--- src/rtl/uc_shift_add_pkg.sv ---
// Shared definitions for the shift-and-add multiplier control unit:
// state encodings, default widths and the Moore output decode.
package uc_shift_add_pkg;

  localparam int N_DEF  = 8;
  localparam int CW_DEF = 3;

  typedef enum logic [2:0] {
    S_IDLE  = 3'd0,
    S_LOAD  = 3'd1,
    S_TEST  = 3'd2,
    S_ADD   = 3'd3,
    S_SHIFT = 3'd4,
    S_DONE  = 3'd5
  } state_t;

  typedef struct packed {
    logic ld_a;
    logic ld_b;
    logic clr_p;
    logic add_en;
    logic sh;
    logic busy;
    logic fin;
  } ctl_t;

  // One strobe group per state; unused encodings decode to all-zero.
  function automatic ctl_t decode(state_t s);
    ctl_t c;
    c = '0;
    case (s)
      S_LOAD:  begin c.ld_a = 1'b1; c.ld_b = 1'b1; c.clr_p = 1'b1; c.busy = 1'b1; end
      S_TEST:  c.busy = 1'b1;
      S_ADD:   begin c.add_en = 1'b1; c.busy = 1'b1; end
      S_SHIFT: begin c.sh = 1'b1; c.busy = 1'b1; end
      S_DONE:  c.fin = 1'b1;
      default: c = '0;
    endcase
    return c;
  endfunction

endpackage

--- src/rtl/uc_shift_add_if.sv ---
// Control/status bundle between the control unit and the multiplier datapath.
interface uc_shift_add_if;
  logic xs;
  logic z;
  logic ld_a;
  logic ld_b;
  logic clr_p;
  logic add_en;
  logic sh;
  logic busy;
  logic fin;

  modport master (
    input  xs, z,
    output ld_a, ld_b, clr_p, add_en, sh, busy, fin
  );

  modport slave (
    output xs, z,
    input  ld_a, ld_b, clr_p, add_en, sh, busy, fin
  );
endinterface

--- src/rtl/uc_shift_add_cnt_down.sv ---
// CW-bit down-counter with synchronous load, saturating decrement and zero flag.
module cnt_down #(
  parameter int CW = 3
) (
  input  logic          clk,
  input  logic          reset,
  input  logic          load,
  input  logic          dec,
  input  logic [CW-1:0] din,
  output logic [CW-1:0] cnt,
  output logic          zero
);

  assign zero = (cnt == '0);

  // Decrement is gated by !zero so the count can never wrap.
  always_ff @(posedge clk or negedge reset) begin
    if (!reset)            cnt <= '0;
    else if (load)         cnt <= din;
    else if (dec && !zero) cnt <= cnt - 1'b1;
  end

endmodule

--- src/rtl/uc_shift_add.sv ---
// Moore control FSM for the shift-and-add multiplier: LOAD, then N passes of
// TEST/(ADD)/SHIFT, then DONE until xs returns to zero.
module uc_shift_add
  import uc_shift_add_pkg::*;
#(
  parameter int N  = N_DEF,  // 1..255
  parameter int CW = CW_DEF  // 2**CW >= N
) (
  input  logic           clk,
  input  logic           reset,
  uc_shift_add_if.master bus
);

  state_t        state, nxt;
  ctl_t          ctl;
  logic [CW-1:0] cnt;
  logic          cnt_zero;

  cnt_down #(.CW(CW)) u_cnt (
    .clk   (clk),
    .reset (reset),
    .load  (state == S_LOAD),
    .dec   (state == S_SHIFT),
    .din   (CW'(N - 1)),
    .cnt   (cnt),
    .zero  (cnt_zero)
  );

  always_ff @(posedge clk or negedge reset) begin
    if (!reset) state <= S_IDLE;
    else        state <= nxt;
  end

  always_comb begin
    nxt = state;
    case (state)
      S_IDLE:  if (bus.xs) nxt = S_LOAD;
      S_LOAD:  nxt = S_TEST;
      S_TEST:  nxt = bus.z ? S_ADD : S_SHIFT;
      S_ADD:   nxt = S_SHIFT;
      S_SHIFT: nxt = cnt_zero ? S_DONE : S_TEST;
      S_DONE:  if (!bus.xs) nxt = S_IDLE;
      default: nxt = S_IDLE;
    endcase
  end

  assign ctl        = decode(state);
  assign bus.ld_a   = ctl.ld_a;
  assign bus.ld_b   = ctl.ld_b;
  assign bus.clr_p  = ctl.clr_p;
  assign bus.add_en = ctl.add_en;
  assign bus.sh     = ctl.sh;
  assign bus.busy   = ctl.busy;
  assign bus.fin    = ctl.fin;

endmodule

--- src/flat_wrapper.sv ---
// flat-port wrapper written by rule: the top's interface ports become plain ports
module uc_shift_add_flat import uc_shift_add_pkg::*;
#(
  parameter int N  = N_DEF,           
  parameter int CW = CW_DEF               
)
  (clk, reset, bus_xs, bus_z, bus_ld_a, bus_ld_b, bus_clr_p, bus_add_en, bus_sh, bus_busy, bus_fin);
  uc_shift_add_if bus_i ();
  input  logic clk;
  input  logic reset;
  input wire logic [$bits(bus_i.xs)-1:0] bus_xs;
  input wire logic [$bits(bus_i.z)-1:0] bus_z;
  output wire logic [$bits(bus_i.ld_a)-1:0] bus_ld_a;
  output wire logic [$bits(bus_i.ld_b)-1:0] bus_ld_b;
  output wire logic [$bits(bus_i.clr_p)-1:0] bus_clr_p;
  output wire logic [$bits(bus_i.add_en)-1:0] bus_add_en;
  output wire logic [$bits(bus_i.sh)-1:0] bus_sh;
  output wire logic [$bits(bus_i.busy)-1:0] bus_busy;
  output wire logic [$bits(bus_i.fin)-1:0] bus_fin;
  assign bus_i.xs = bus_xs;
  assign bus_i.z = bus_z;
  assign bus_ld_a = bus_i.ld_a;
  assign bus_ld_b = bus_i.ld_b;
  assign bus_clr_p = bus_i.clr_p;
  assign bus_add_en = bus_i.add_en;
  assign bus_sh = bus_i.sh;
  assign bus_busy = bus_i.busy;
  assign bus_fin = bus_i.fin;
  uc_shift_add #(.N(N), .CW(CW)) u_core (.clk(clk), .reset(reset), .bus(bus_i));
endmodule
--- config.mk ---
export PLATFORM = sky130hd
export DESIGN_NAME = uc_shift_add_flat
export DESIGN_NICKNAME = d
export VERILOG_FILES = /design/src/rtl/uc_shift_add_pkg.sv /design/src/rtl/uc_shift_add_if.sv /design/src/rtl/uc_shift_add_cnt_down.sv /design/src/rtl/uc_shift_add.sv /design/src/flat_wrapper.sv
export SDC_FILE = /design/constraint.sdc
export NUM_CORES = 1
export LEC_CHECK = 0
export BUFFER_PORTS_ARGS = -buffer_cell sky130_fd_sc_hd__clkbuf_2
export CAP_MARGIN = 20
export CELL_PAD_IN_SITES_DETAIL_PLACEMENT = 1
export CELL_PAD_IN_SITES_GLOBAL_PLACEMENT = 1
export CORE_AREA = 2 2 39 41
export DETAILED_ROUTE_END_ITERATION = 8
export DIE_AREA = 0 0 41 43
export GPL_TIMING_DRIVEN = 0
export MAX_ROUTING_LAYER = met4
export PLACE_DENSITY = 0.77
export SKIP_CTS_REPAIR_TIMING = 1
export SYNTH_ARGS = -nofsm -noshare
export SYNTH_HDL_FRONTEND = slang
export SYNTH_SLANG_ARGS = --single-unit
--- constraint.sdc ---
create_clock -name clk -period 2 [get_ports clk]
set_input_delay 0.1 -clock clk [delete_from_list [all_inputs] [get_ports clk]]
set_output_delay 0.1 -clock clk [all_outputs]
set_load 0.02 [all_outputs]
==> flow_metrics.tcl <==
set metrics [dict create \
    core_sq_mm 0.00138 \
    min_period_ns 1.66 \
    drcViolationCount 0 \
    hold_class "primary input to async pin" \
    start_util_pct 32.4 \
    n_antenna_cell 0 \
    die_h_microns 43 \
    rows 14 \
    gp_congestion 0.728 \
    nets 70 \
    syn_avg_cell_area_sq_um 9.33 \
    p_per_area_mw_per_mm2 1720 \
    tritoncts "done" \
    fmax_mhz 602 \
    setup_tns_ns 0 \
    reg2reg_slack_ns 0.36 \
    worstMarginPinSlew_ns 0.345 \
    cts_buffer_depth 2 \
    synth_top_cell_by_area "dfrtp_1" \
    r2r_start "u_core.u_cnt.cnt[0]" \
    synth_area_leaders "dfrtp_1 34%, o22a_1 5.9%, ha_1 5.6%" \
    use_met3_pct 4.71 \
    yosysTopAreaCellShare_pct 33.5 \
    io_buffers 10 \
    synth_top_family_by_area "simple AND/OR/NAND/NOR gates" \
    status "finished clean" \
    finalSetupViolCount 0 \
    ys_types 24 \
    h-tree-depth 1 \
    synthXorXnorAreaFrac_pct 1.96 \
    die_width_microns 41 \
    viasPerCell 5.05 \
    wl_per_cell_microns 13.5 \
    synth_compound_area_share_pct 16.2 \
    seqCellArea_sq_um 150 \
    yosysWarnings 0 \
    grt_pass1_vias 391 \
    place_hpwl_microns 801 \
    cp_top_family "buffers and inverters" \
    clk_latency_ns 0.24 \
    rr_endpoint "u_core.u_cnt.cnt[2]" \
    crit_fanout 10 \
    cap_violations 0 \
    cp_slowest_cell "dfrtp_1" \
    synthToLayoutAreaGrowth_pct 22.9 \
    timing.critical_path.buf_inv 3 \
    routed_wl_microns 1060 \
    synthAdderAreaFrac_pct 5.59 \
    ff2ff_path_depth 6 \
    grtUsageTotal_pct 15.0 \
    drv_slew 0 \
    crit_required_ns 1.90 \
    die_area_sq_mm 0.00176 \
    io_pins 11 \
    clock_skew_ns 0.00211 \
    vdd_drop_max_mv 0.465 \
    syn_inst 48 \
    synth_simple_gate_area_share_pct 23.5 \
    busiest_layer "met2" \
    synth_mux_area_share_pct 5.03 \
    grt.overflow.total 0 \
    initialDrtViolationCount 5 \
    cts_made_buffers 3 \
    grt_pass1_wl_microns 1610 \
    hold_slack_ns 0.226 \
    leakage_nw 0.280 \
    grt_setup_unrepaired "no" \
    synth_nets 54 \
    ys_seq_area_share_pct 33.5 \
    firstDrtPassIters 3 \
    vias 394 \
    clock-root-buffer "clkbuf_4" \
    cts.sinks 6 \
    use_met2_pct 23.1 \
    relSlewSlack_pct 77.0 \
    worstSetupStartpoint "u_core.state[0]" \
    finish.utilization_pct 39.8 \
    finalHoldViolations 0 \
    antenna_found_initial 0 \
    finalPower_w 0.000949 \
    multi_input_area_sq_um 234 \
    critPathMostFrequentCell "buf_4" \
    crit_chain "buf_4, nor3b_1, buf_4, clkbuf_2" \
    grt_max_degree 11 \
    clkSlewWorstSetupHoldPaths_ns 0.05 \
    period_share_pct 83.1 \
    ys_ff_latch 6 \
    critPathLaunchType "flop" \
    crit_type "flop to primary output" \
    fillers 174 \
    drive_gt1_share_pct 41.9 \
    use_met1_pct 15.3 \
    synth_area_sq_um 448 \
    end_kind "primary output" \
    cp.arrival_ns 1.56 \
    final_antenna_net_count 0 \
    post-place-cells 74 \
    instances_no_fill 78 \
    slowest_delay_ns 0.43 \
]
## layout make-up
type | instances | area share, %
Buffer | 5 | 8.18
Clock buffer | 3 | 4.09
Inverter | 5 | 3.41
Multi-Input combinational cell | 32 | 42.5
Sequential cell | 6 | 27.3
Tap cell | 16 | 3.64
Timing Repair Buffer | 11 | 10.9
## cells in the mapped netlist, drive strengths merged
cell type  instances
buf                5
mux2               2
o22ai              1
and2b              1
nor3b              2
a31oi              1
and2               1
ha                 2
o21a               1
nor2b              1
nor3               1
xnor2              1
inv                5
a21oi              3
o22a               3
o21ai              1
nand2              4
nor4b              1
dfrtp              6
nor2               5
and3               1
## worst max path at each step
stage                               end  slack, ns  cells after the start
floorplan                      bus_ld_a       0.43                      3
global placement    u_core.u_cnt.cnt[1]       0.40                      6
detailed placement  u_core.u_cnt.cnt[1]       0.37                      6
CTS                            bus_ld_a       0.33                      4
global route                   bus_ld_a       0.23                      4
finish                         bus_ld_a       0.34                      4
## flip-flops by register name, indices dropped and copies added, names as in the netlist
register	flops
u_core.state	3
u_core.u_cnt.cnt	3
## per-stage QoR
stage | cell area [sq um] | setup WS [ns]
CTS | 541 | 0.326
global route | 551 | 0.226
finish | 551 | 0.338
detailed placement | 518 | 0.368
global placement | 518 | 0.398
floorplan | 448 | 0.430
## worst register-to-register path, stage by stage (launching register included)
cell and delay, ns:
dfrtp_1 0.39, inv_1 0.06, ha_1 0.19, ha_1 0.22, nor3b_2 0.33, a21oi_1 0.13
o22a_1 0.19
## logic make-up (layout without fill, tap and decap cells)
logic type,Yosys count,after routing
flops,6,6
compound gates,10,10
simple gates,17,17
buf+inv,10,24
fa+ha+maj,2,2
mux,2,2
xor+xnor,1,1
## power by group
group	leakage (nW)	internal (W)	switching [W]
clock network	0.0138	0.0000679	0.0000441
logic	0.197	0.000276	0.000331
registers	0.0695	0.000177	0.0000531
## per-layer routing
metal | vias to the layer above | part of all wire [%] | routed length (microns)
li1 | 187 | - | -
met1 | 200 | 39 | 407
met2 | 5 | 58 | 615
met3 | 2 | 2.1 | 22
met4 | 0 | 1.0 | 11
met5 | - | 0 | 0
## cell usage in the layout, fill, tap and decap left out
| cell | count |
|---|---|
| a21oi_1 | 3 |
| a31oi_1 | 1 |
| and2_1 | 1 |
| and2b_2 | 1 |
| and3_2 | 1 |
| buf_4 | 3 |
| buf_6 | 2 |
| clkbuf_2 | 10 |
| clkbuf_4 | 3 |
| dfrtp_1 | 6 |
| dlygate4sd3_1 | 1 |
| ha_1 | 2 |
| inv_1 | 5 |
| mux2_2 | 2 |
| nand2_1 | 3 |
| nand2_2 | 1 |
| nor2_1 | 5 |
| nor2b_1 | 1 |
| nor3_1 | 1 |
| nor3b_1 | 1 |
| nor3b_2 | 1 |
| nor4b_2 | 1 |
| o21a_1 | 1 |
| o21ai_0 | 1 |
| o22a_1 | 3 |
| o22ai_2 | 1 |
| xnor2_1 | 1 |
(Power assumes the default switching activity.)
